$ cat src/rtl/instr_encoder_pkg.sv
// Shared definitions for the RV64 instruction encoder: opcodes, the NOP word, FSM states and the field bundle.
// IMM_RANGE_CHECK_EN (when defined) enables immediate range flagging.
package instr_encoder_pkg;

    localparam logic [6:0]  OP_R     = 7'b0110011;
    localparam logic [6:0]  OP_I     = 7'b0010011;
    localparam logic [6:0]  OP_LOAD  = 7'b0000011;
    localparam logic [6:0]  OP_S     = 7'b0100011;
    localparam logic [6:0]  OP_B     = 7'b1100011;
    localparam logic [31:0] NOP_WORD = 32'h0000_0013;

`ifdef IMM_RANGE_CHECK_EN
    localparam bit RANGE_CHECK = 1'b1;
`else
    localparam bit RANGE_CHECK = 1'b0;
`endif

    typedef enum logic [1:0] {
        ST_IDLE,
        ST_RUN,
        ST_DRAIN
    } state_t;

    typedef struct packed {
        logic [6:0]  opcode;
        logic [4:0]  rd;
        logic [4:0]  rs1;
        logic [4:0]  rs2;
        logic [2:0]  funct3;
        logic [6:0]  funct7;
        logic [63:0] imm;
    } fields_t;

    // True when v is the sign extension of its low msb+1 bits.
    function automatic logic imm_fits(input logic [63:0] v, input int unsigned msb);
        logic [63:0] upper;
        upper = $signed(v) >>> msb;
        return (upper == '0) || (upper == '1);
    endfunction

endpackage

$ cat src/rtl/instr_encoder_if.sv
// Field-beat input stream and encoded-word output stream of the instruction encoder.
// master = field producer / word consumer, slave = encoder.
interface instr_encoder_if #(
    parameter int ADDR_W   = 32,
    parameter int ERRCNT_W = 8
);
    logic                start;
    logic                in_valid;
    logic                in_ready;
    logic                in_last;
    logic [6:0]          opcode;
    logic [4:0]          rd;
    logic [4:0]          rs1;
    logic [4:0]          rs2;
    logic [2:0]          funct3;
    logic [6:0]          funct7;
    logic [63:0]         imm;
    logic                out_valid;
    logic                out_ready;
    logic [31:0]         out_instr;
    logic [ADDR_W-1:0]   out_addr;
    logic                out_last;
    logic                out_err;
    logic [ERRCNT_W-1:0] err_count;
    logic                done;

    modport master (
        output start, in_valid, in_last, opcode, rd, rs1, rs2, funct3, funct7, imm, out_ready,
        input  in_ready, out_valid, out_instr, out_addr, out_last, out_err, err_count, done
    );

    modport slave (
        input  start, in_valid, in_last, opcode, rd, rs1, rs2, funct3, funct7, imm, out_ready,
        output in_ready, out_valid, out_instr, out_addr, out_last, out_err, err_count, done
    );
endinterface

$ cat src/rtl/instr_pack.sv
// Combinational packer: decoded fields + immediate -> 32-bit R/I/S/B instruction word and error flag.
// Immediate range flagging is active only when IMM_RANGE_CHECK_EN is defined.
module instr_pack
    import instr_encoder_pkg::*;
(
    input  fields_t     fields,
    output logic [31:0] word,
    output logic        err
);

    logic bad_op;
    logic range_bad;

    // NOTE: every output of this block gets a default first so no path can infer a latch.
    always_comb begin
        word      = NOP_WORD;
        bad_op    = 1'b0;
        range_bad = 1'b0;
        case (fields.opcode)
            OP_R: begin
                word = {fields.funct7, fields.rs2, fields.rs1, fields.funct3, fields.rd, fields.opcode};
            end
            OP_I, OP_LOAD: begin
                word      = {fields.imm[11:0], fields.rs1, fields.funct3, fields.rd, fields.opcode};
                range_bad = !imm_fits(fields.imm, 11);
            end
            OP_S: begin
                word      = {fields.imm[11:5], fields.rs2, fields.rs1, fields.funct3,
                             fields.imm[4:0], fields.opcode};
                range_bad = !imm_fits(fields.imm, 11);
            end
            OP_B: begin
                word      = {fields.imm[12], fields.imm[10:5], fields.rs2, fields.rs1, fields.funct3,
                             fields.imm[4:1], fields.imm[11], fields.opcode};
                range_bad = !imm_fits(fields.imm, 12) || fields.imm[0];
            end
            default: bad_op = 1'b1;
        endcase
    end

    // Out-of-range immediates are still packed from their truncated bits; only the flag differs.
    assign err = bad_op || (RANGE_CHECK && range_bad);

endmodule

$ cat src/rtl/instr_encoder.sv
// Streams packed RV64 instruction words with byte addresses to the instruction-memory loader, framed by start/last.
// Define IMM_RANGE_CHECK_EN to also flag out-of-range immediates.
module instr_encoder
    import instr_encoder_pkg::*;
#(
    parameter int                ADDR_W    = 32,
    parameter logic [ADDR_W-1:0] BASE_ADDR = '0,
    parameter int                ERRCNT_W  = 8
) (
    input logic           clk,
    input logic           reset,
    instr_encoder_if.slave bus
);

    state_t            state;
    state_t            state_next;
    logic [ADDR_W-1:0] next_addr;
    fields_t           fields;
    logic [31:0]       packed_word;
    logic              packed_err;
    logic              accept;
    logic              out_fire;

    assign fields = '{opcode: bus.opcode, rd: bus.rd, rs1: bus.rs1, rs2: bus.rs2,
                      funct3: bus.funct3, funct7: bus.funct7, imm: bus.imm};

    instr_pack u_pack (
        .fields (fields),
        .word   (packed_word),
        .err    (packed_err)
    );

    assign bus.in_ready = (state == ST_RUN) && (!bus.out_valid || bus.out_ready);
    assign accept       = bus.in_valid && bus.in_ready;
    assign out_fire     = bus.out_valid && bus.out_ready;
    assign bus.done     = (state == ST_DRAIN) && out_fire && bus.out_last;

    always_comb begin
        state_next = state;
        case (state)
            ST_IDLE:  if (bus.start)                state_next = ST_RUN;
            ST_RUN:   if (accept && bus.in_last)    state_next = ST_DRAIN;
            ST_DRAIN: if (out_fire && bus.out_last) state_next = ST_IDLE;
            default:                                state_next = ST_IDLE;
        endcase
    end

    // NOTE: sequential state uses non-blocking assignments so every register samples pre-edge values.
    always_ff @(posedge clk or posedge reset) begin
        if (reset) state <= ST_IDLE;
        else       state <= state_next;
    end

    always_ff @(posedge clk or posedge reset) begin
        if (reset) begin
            bus.out_valid <= 1'b0;
            bus.out_instr <= '0;
            bus.out_addr  <= BASE_ADDR;
            bus.out_last  <= 1'b0;
            bus.out_err   <= 1'b0;
            bus.err_count <= '0;
            next_addr     <= BASE_ADDR;
        end else begin
            if (state == ST_IDLE && bus.start) begin
                bus.err_count <= '0;
                next_addr     <= BASE_ADDR;
            end
            if (accept) begin
                bus.out_valid <= 1'b1;
                bus.out_instr <= packed_word;
                bus.out_err   <= packed_err;
                bus.out_last  <= bus.in_last;
                bus.out_addr  <= next_addr;
                next_addr     <= next_addr + ADDR_W'(4);
                if (packed_err && (bus.err_count != '1))
                    bus.err_count <= bus.err_count + 1'b1;
            end else if (out_fire) begin
                bus.out_valid <= 1'b0;
            end
        end
    end

endmodule

$ cat src/flat_wrapper.sv
// flat-port wrapper written by rule: the top's interface ports become plain ports
module instr_encoder_flat import instr_encoder_pkg::*;
#(
    parameter int                ADDR_W    = 32,
    parameter logic [ADDR_W-1:0] BASE_ADDR = '0,
    parameter int                ERRCNT_W  = 8
)
  (clk, reset, bus_start, bus_in_valid, bus_in_last, bus_opcode, bus_rd, bus_rs1, bus_rs2, bus_funct3, bus_funct7, bus_imm, bus_out_ready, bus_in_ready, bus_out_valid, bus_out_instr, bus_out_addr, bus_out_last, bus_out_err, bus_err_count, bus_done);
  instr_encoder_if #(.ADDR_W(ADDR_W), .ERRCNT_W(ERRCNT_W)) bus_i ();
  input logic clk;
  input logic reset;
  input wire logic [$bits(bus_i.start)-1:0] bus_start;
  input wire logic [$bits(bus_i.in_valid)-1:0] bus_in_valid;
  input wire logic [$bits(bus_i.in_last)-1:0] bus_in_last;
  input wire logic [$bits(bus_i.opcode)-1:0] bus_opcode;
  input wire logic [$bits(bus_i.rd)-1:0] bus_rd;
  input wire logic [$bits(bus_i.rs1)-1:0] bus_rs1;
  input wire logic [$bits(bus_i.rs2)-1:0] bus_rs2;
  input wire logic [$bits(bus_i.funct3)-1:0] bus_funct3;
  input wire logic [$bits(bus_i.funct7)-1:0] bus_funct7;
  input wire logic [$bits(bus_i.imm)-1:0] bus_imm;
  input wire logic [$bits(bus_i.out_ready)-1:0] bus_out_ready;
  output wire logic [$bits(bus_i.in_ready)-1:0] bus_in_ready;
  output wire logic [$bits(bus_i.out_valid)-1:0] bus_out_valid;
  output wire logic [$bits(bus_i.out_instr)-1:0] bus_out_instr;
  output wire logic [$bits(bus_i.out_addr)-1:0] bus_out_addr;
  output wire logic [$bits(bus_i.out_last)-1:0] bus_out_last;
  output wire logic [$bits(bus_i.out_err)-1:0] bus_out_err;
  output wire logic [$bits(bus_i.err_count)-1:0] bus_err_count;
  output wire logic [$bits(bus_i.done)-1:0] bus_done;
  assign bus_i.start = bus_start;
  assign bus_i.in_valid = bus_in_valid;
  assign bus_i.in_last = bus_in_last;
  assign bus_i.opcode = bus_opcode;
  assign bus_i.rd = bus_rd;
  assign bus_i.rs1 = bus_rs1;
  assign bus_i.rs2 = bus_rs2;
  assign bus_i.funct3 = bus_funct3;
  assign bus_i.funct7 = bus_funct7;
  assign bus_i.imm = bus_imm;
  assign bus_i.out_ready = bus_out_ready;
  assign bus_in_ready = bus_i.in_ready;
  assign bus_out_valid = bus_i.out_valid;
  assign bus_out_instr = bus_i.out_instr;
  assign bus_out_addr = bus_i.out_addr;
  assign bus_out_last = bus_i.out_last;
  assign bus_out_err = bus_i.out_err;
  assign bus_err_count = bus_i.err_count;
  assign bus_done = bus_i.done;
  instr_encoder #(.ADDR_W(ADDR_W), .BASE_ADDR(BASE_ADDR), .ERRCNT_W(ERRCNT_W)) u_core (.clk(clk), .reset(reset), .bus(bus_i));
endmodule
$ cat config.mk
export PLATFORM = sky130hd
export DESIGN_NAME = instr_encoder_flat
export DESIGN_NICKNAME = d
export VERILOG_FILES = /design/src/rtl/instr_encoder_pkg.sv /design/src/rtl/instr_encoder_if.sv /design/src/rtl/instr_pack.sv /design/src/rtl/instr_encoder.sv /design/src/flat_wrapper.sv
export SDC_FILE = /design/constraint.sdc
export NUM_CORES = 1
export LEC_CHECK = 0
export ABC_CLOCK_PERIOD_IN_PS = 3700
export CAP_MARGIN = 20
export CORE_ASPECT_RATIO = 0.75
export CORE_MARGIN = 2
export CORE_UTILIZATION = 45
export CTS_CLUSTER_DIAMETER = 150
export DETAILED_ROUTE_END_ITERATION = 7
export GPL_TIMING_DRIVEN = 0
export PLACE_DENSITY = 0.86
export SETUP_SLACK_MARGIN = 0.1
export SLEW_MARGIN = 30
export SYNTH_ARGS = -nofsm -noshare
export SYNTH_HDL_FRONTEND = slang
export SYNTH_SLANG_ARGS = --single-unit
export TNS_END_PERCENT = 5
$ cat constraint.sdc
create_clock -name clk -period 3.7 [get_ports clk]
set_input_delay 0.37 -clock clk [delete_from_list [all_inputs] [get_ports clk]]
set_output_delay 0.37 -clock clk [all_outputs]
set_load 0.1 [all_outputs]
==> results.toml, run 1 <==
[status]
outcome = "finished clean"

[power_and_ir_drop]
powerDensity_mw_per_mm2 = 557.5
p_sw_share_pct = 43.14
power.total_uw = 3739
combPwrFrac_pct = 38.7
power_report.internal_total_uw = 2126
seqPwrFrac_pct = 36.3
ir_drop_mv = 0.3157
power.share.clock_pct = 25.0
p_switching_uw = 1613
leakage_uw = 0.003293

[placed_design]
dpl.cell_count = 772
place_area_sq_mm = 0.006411
dp_hpwl_um = 9283
port_buffers = 125
routabilityCongestion = 0.9080
pre_cts_slack_ns = 0.9460

[critical_path]
slowest_delay_ns = 1.17
crit_required_ns = 3.33
crit_path_max_fanout = 3
arrival_ns = 2.38
endpoint_kind = "output pin"
worstSetupStartpointType = "input port"
cp_slowest_cell = "clkdlybuf4s50_1"
ff2ff_path_depth = 6
r2r-end = "u_core.next_addr[30]"
worstSetupPathType = "input port to output pin"
r2r-start = "u_core.next_addr[2]"
path_buf_inv = 2
path_cells = "clkdlybuf4s50_1 > nand3_1 > nor3b_2 > clkdlybuf4s50_1"
rrSetupSlack_ns = 1.69
critPathTopFamily = "buffers and inverters"
crit_top_cell = "clkdlybuf4s50_1"

[grt]
grt_pass1_vias = 4204
grt_first_pass_wirelength_um = 20970
grt_overflow = 0
antenna_found_initial = 0
grt_max_degree = 68
grt_use_total_pct = 22.18

[routing]
vias = 4268
routedWlPerCell_um = 16.06
antenna_left = 0
viasPerCell = 5.416
wirelength_um = 12660
drcViolationCount = 0
first_iter_violations = 255
firstDrtPassIters = 5

[logic_synthesis]
synth-simple-area-share_pct = 25.89
synthMuxAreaShare_pct = 8.327
synthFlopType = "dfrtp_1"
ys_ff_latch = 105
synth_compound_area_share_pct = 8.555
synth_top_family_by_area = "simple AND/OR/NAND/NOR gates"
seq_area_frac_synth_pct = 53.15
syn_area_per_cell_sq_um = 9.789
synthAdderAreaFrac_pct = 0.5062
async_flop_share_pct = 100.0
synth_xor_area_share_pct = 0
synth-edff-count = 0
ys_types = 44
yosys_warnings = 0
syn_inst = 505
syn_area_sq_mm = 0.004943

[floorplanning]
die_h_um = 94.77
fp.dieW_um = 125.0
die_area_sq_mm = 0.01185
initial_core_util_pct = 45.70
io_pins = 179
core_sq_mm = 0.01082
fp-row-count = 33

[cts]
clock_path_buffers = 2
hold_buffers = 0
cts_tree = "built"
cts.repair.resized = 0
post_cts_buffers = 0
cts_max_level = 3
insertion_delay_ns = 0.35
numCtsBuffers = 9
cts_root_buffer = "clkbuf_16"
clock-sinks = 105
clk_pin_slew_ns = 0.07

[job]
cap_violations = 0

[sta]
finalHoldViolCount = 0
drv_slew = 0
fin_crit_sh_pct = 74.25
max_freq_mhz = 364.0
tightest_slew_ns = 1.009
rsz0062_at_grt = "false"
period_needed_ns = 2.747
setup_slack_ns = 0.9529
max-slew-margin-rel_pct = 32.53
setup_viol = 0
skew_ns = 0.009980

[finish]
nets = 747
layout_commonest_cell = "nand2_1"
regArea_sq_mm = 0.002628
mostFrequentLayoutCells = "150 x nand2_1, 125 x clkdlybuf4s50_1, 105 x dfrtp_1, 40 x mux2i_1, 25 x nand4_1"
n_fill_cell = 871
areaGrowthSynthToFinish_pct = 35.69
drive_gt1_share_pct = 7.099
diodes = 0
fin_util_pct = 62.01
final_area_sq_mm = 0.006708
multiInputGateArea_sq_mm = 0.002152
fin_cells = 788

[min_path]
hp-class = "input port to asynchronous set/reset pin"
-- state kept, by name, summed over array words and instances (netlist names) --
register / cells
u_core.bus.err_count: 8
u_core.bus.out_addr: 30
u_core.bus.out_err: 1
u_core.bus.out_instr: 32
u_core.bus.out_last: 1
u_core.bus.out_valid: 1
u_core.next_addr: 30
u_core.state: 2
-- kinds of logic (layout without fill, tap and decap cells) --
| logic type | Yosys count | in the layout |
|---|---|---|
| adder cells (fa/ha/maj) | 2 | 2 |
| multiplexers | 41 | 41 |
| flip-flops | 105 | 105 |
| AO/OA/AOI/OAI | 58 | 58 |
| AND/OR/NAND/NOR | 262 | 262 |
| other | 1 | 2 |
| buffers and inverters | 36 | 178 |
-- cells in the mapped netlist, drive strengths merged, types with 7 or more instances --
library cell,n,area share (%)
nand3,16,1.8
o21ai,16,1.6
buf,18,2.1
and3,13,1.6
and2,7,0.89
nor2,22,1.7
clkbuf,12,0.91
mux2i,40,8.1
dfrtp,105,53
a22o,22,3.9
nand4,26,3.4
nand2,150,11
-- metal layers --
layer / vias up / global-route usage, % / wire [um]
li1: 2034 / - / -
met1: 2062 / 29.08 / 5689
met2: 143 / 36.14 / 6033
met3: 29 / 4.363 / 605
met4: 0 / 10.09 / 327
met5: - / 0 / 0
-- worst max-delay path by stage --
stage	startpoint	to	slack (ns)	cells after the start
after CTS	bus_out_ready	bus_done	0.94	4
after global placement	reset	u_core.bus.err_count[2]	-0.82	2
final	bus_out_ready	bus_done	0.95	4
after global routing	bus_out_ready	bus_done	0.90	4
after detailed placement	bus_out_ready	bus_done	0.95	4
after floorplan	reset	u_core.bus.err_count[0]	0.57	1
-- worst register-to-register path, stage by stage (launching register included) --
cell	delay (ns)
dfrtp_1	0.43
ha_1	0.23
nand3_1	0.16
nor2_1	0.26
clkbuf_1	0.41
nand4_1	0.19
mux2i_1	0.24
-- per-stage QoR --
stage	setup TNS, ns	hold WS, ns
2_1_floorplan	0	0.4448
3_3_place_gp	-86.00	0.4511
3_5_place_dp	0	0.4523
4_1_cts	0	0.4031
5_1_grt	0	0.4363
6_report	0	0.3972
-- cell type report --
type / count / area share [%]
clock inverters: 5 / 0.6529
plain buffers: 30 / 2.238
flip-flops and latches: 105 / 39.17
multi-input cells: 365 / 32.08
clock buffers: 11 / 3.768
well taps: 140 / 2.611
inverters: 6 / 0.4104
repair buffers: 126 / 19.06
-- power by group through the flow --
| stage | Clock, uW | Combinational [uW] | Sequential [uW] |
|---|---|---|---|
| finish | 935 | 1450 | 1360 |
| floorplan | 0 | 481 | 1940 |
| detailed placement | 0 | 1450 | 1380 |
| CTS | 958 | 1450 | 1360 |
| global route | 1000 | 1520 | 1370 |
| global placement | 0 | 1420 | 1370 |
Note: power is estimated with default switching activity, not from simulation.
==> run 2: changes to the inputs <==
- ABC_CLOCK_PERIOD_IN_PS: 3700 -> 2400
- CORE_UTILIZATION: 45 -> 41
- PLACE_DENSITY: 0.86 -> 0.82
- clock period: 3.7 -> 2.4 ns (I/O delays scaled with it)
==> run 2 against run 1 <==
Combinational power up 54%. Setup slack lost 0.77 ns. Final cell count up 3.0%. Die area increased by 9.4%. Register-to-register slack worse by 1.3 ns. Utilization decreased by 3.8 points. Largest cell class unchanged. First-iteration DRC count is 21% higher. Clock skew barely moved.
==> results.toml, run 2 (synthesized netlist as in run 1, its figures left out) <==
[status]
outcome = "finished clean"

[critical_path]
path_buf_inv = 1
endpoint_kind = "output pin"
path_cells = "nand2b_4 > nor2_1 > dlygate4sd2_1"
rrSetupSlack_ns = 0.40
critPathTopFamily = "buffers and inverters"
crit_required_ns = 2.16
ff2ff_path_depth = 6
slowest_delay_ns = 0.88
worstSetupStartpointType = "register"
r2r-end = "u_core.next_addr[20]"
crit_path_end = "bus_in_ready"
crit_cells = 3
crit_path_max_fanout = 7
arrival_ns = 1.98
cp_slowest_cell = "dlygate4sd2_1"
r2r-start = "u_core.next_addr[2]"
worstSetupPathType = "register to output pin"
startpoint = "u_core.state[1]"

[floorplanning]
die_h_um = 99.10
fp.dieW_um = 130.8
initial_core_util_pct = 42.41
core_sq_mm = 0.01166
die_area_sq_mm = 0.01296
io_pins = 179
fp-row-count = 34

[cts]
numCtsBuffers = 9
cts_max_level = 3
clk_pin_slew_ns = 0.07
insertion_delay_ns = 0.35
clock_path_buffers = 2
cts_tree = "built"
clock-sinks = 105
cts_root_buffer = "clkbuf_16"

[finish]
n_fill_cell = 966
regArea_sq_mm = 0.002628
layout_commonest_cell = "nand2_1"
final_area_sq_mm = 0.006783
drive_gt1_share_pct = 7.231
largest_reg_flops = 32
mostFrequentLayoutCells = "150 x nand2_1, 122 x clkdlybuf4s50_1, 105 x dfrtp_1, 40 x mux2i_1, 25 x nand4_1"
multiInputGateArea_sq_mm = 0.002152
nets = 749
areaGrowthSynthToFinish_pct = 37.21
top_regs = "u_core.bus.out_instr: 32 flops, u_core.bus.out_addr: 30 flops, u_core.next_addr: 30 flops"
diodes = 0
regMostFlops = "u_core.bus.out_instr"

[sta]
fin_hold_ws_ns = 0.3385
tightest_slew_ns = 1.023
skew_ns = 0.01008
setup_viol = 0
finalHoldViolCount = 0
max_freq_mhz = 450.4
max-slew-margin-rel_pct = 31.57
setup_slack_ns = 0.1795
rsz0062_at_grt = "false"
period_needed_ns = 2.220
drv_slew = 0
fin_crit_sh_pct = 92.52

[routing]
viasPerCell = 5.272
wirelength_um = 12860
first_iter_violations = 309
firstDrtPassIters = 5
drcViolationCount = 0
antenna_left = 0
routedWlPerCell_um = 15.84
vias = 4281

[power_and_ir_drop]
leakage_uw = 0.003338
powerDensity_mw_per_mm2 = 858.0
ir_drop_mv = 0.4597

[placed_design]
port_buffers = 125
place_area_sq_mm = 0.006477
routabilityCongestion = 0.9603
pre_cts_slack_ns = -0.08027
dp_hpwl_um = 9562

[grt]
grt_max_degree = 30
grt_pass1_vias = 4200
grt_first_pass_wirelength_um = 21010
grt_use_total_pct = 20.79
grt_overflow = 0
antenna_found_initial = 0

[min_path]
hp-class = "input port to asynchronous set/reset pin"

[job]
cap_violations = 0
## run 2: worst min-delay path by stage
stage | startpoint | endpoint | slack, ns | depth (start not counted)
2_1_floorplan | bus_in_last | u_core.state[0] | 0.33 | 1
6_report | reset | u_core.next_addr[12] | 0.34 | 2
3_5_place_dp | u_core.bus.out_instr[1] | u_core.bus.out_instr[1] | 0.45 | 1
4_1_cts | reset | u_core.next_addr[12] | 0.35 | 2
5_1_grt | reset | u_core.next_addr[12] | 0.37 | 2
3_3_place_gp | u_core.bus.out_instr[1] | u_core.bus.out_instr[1] | 0.45 | 1
## run 2: final cells by class
class	count	area share [%]
multi-input combinational	365	31.73
buffer	30	2.214
clock buffer	11	3.579
timing repair buffer	128	19.44
tap	162	2.988
sequential	105	38.74
clock inverter	5	0.9223
inverter	6	0.3874
## run 2: what timing repair did
item                                    4_1_cts  5_1_grt
resized for setup                             2        1
buffers inserted                              0        0
pin swaps                                     0        0
hold buffers                                  0        0
endpoints found under the setup margin        2        1
## run 2: stage by stage
step	instances	utilization, %	setup TNS (ns)	power [uW]
6_report	812	58.19	0	5820
5_1_grt	812	58.19	0	6080
4_1_cts	812	58.17	0	5858
3_5_place_dp	796	55.57	-0.08027	4367
3_3_place_gp	793	54.99	-5.698	4312
2_1_floorplan	506	-	-0.4794	3730
## run 2: power breakdown
part	switching, uW	internal [uW]	leakage [uW]	total (uW)
clock	648	847	0.000148	1490
combinational	1660	569	0.00177	2230
sequential	162	1930	0.00142	2090
total	2470	3350	0.00334	5820
## run 2: routing by layer
layer	track usage, %	vias to the layer above	part of all wire [%]	wire length, um
li1	-	2040	-	-
met1	28.09	2054	45	5827
met2	32.61	153	46	5979
met3	5.218	34	5.1	659
met4	7.692	0	3.1	397
met5	0	-	0	0
## run 2: worst reg2reg max path, stage by stage, from the launching register on
cell	delay, ns
dfrtp_1	0.43
ha_1	0.22
nand3_1	0.15
nor2_1	0.25
clkbuf_1	0.44
nand4_1	0.22
mux2i_1	0.17
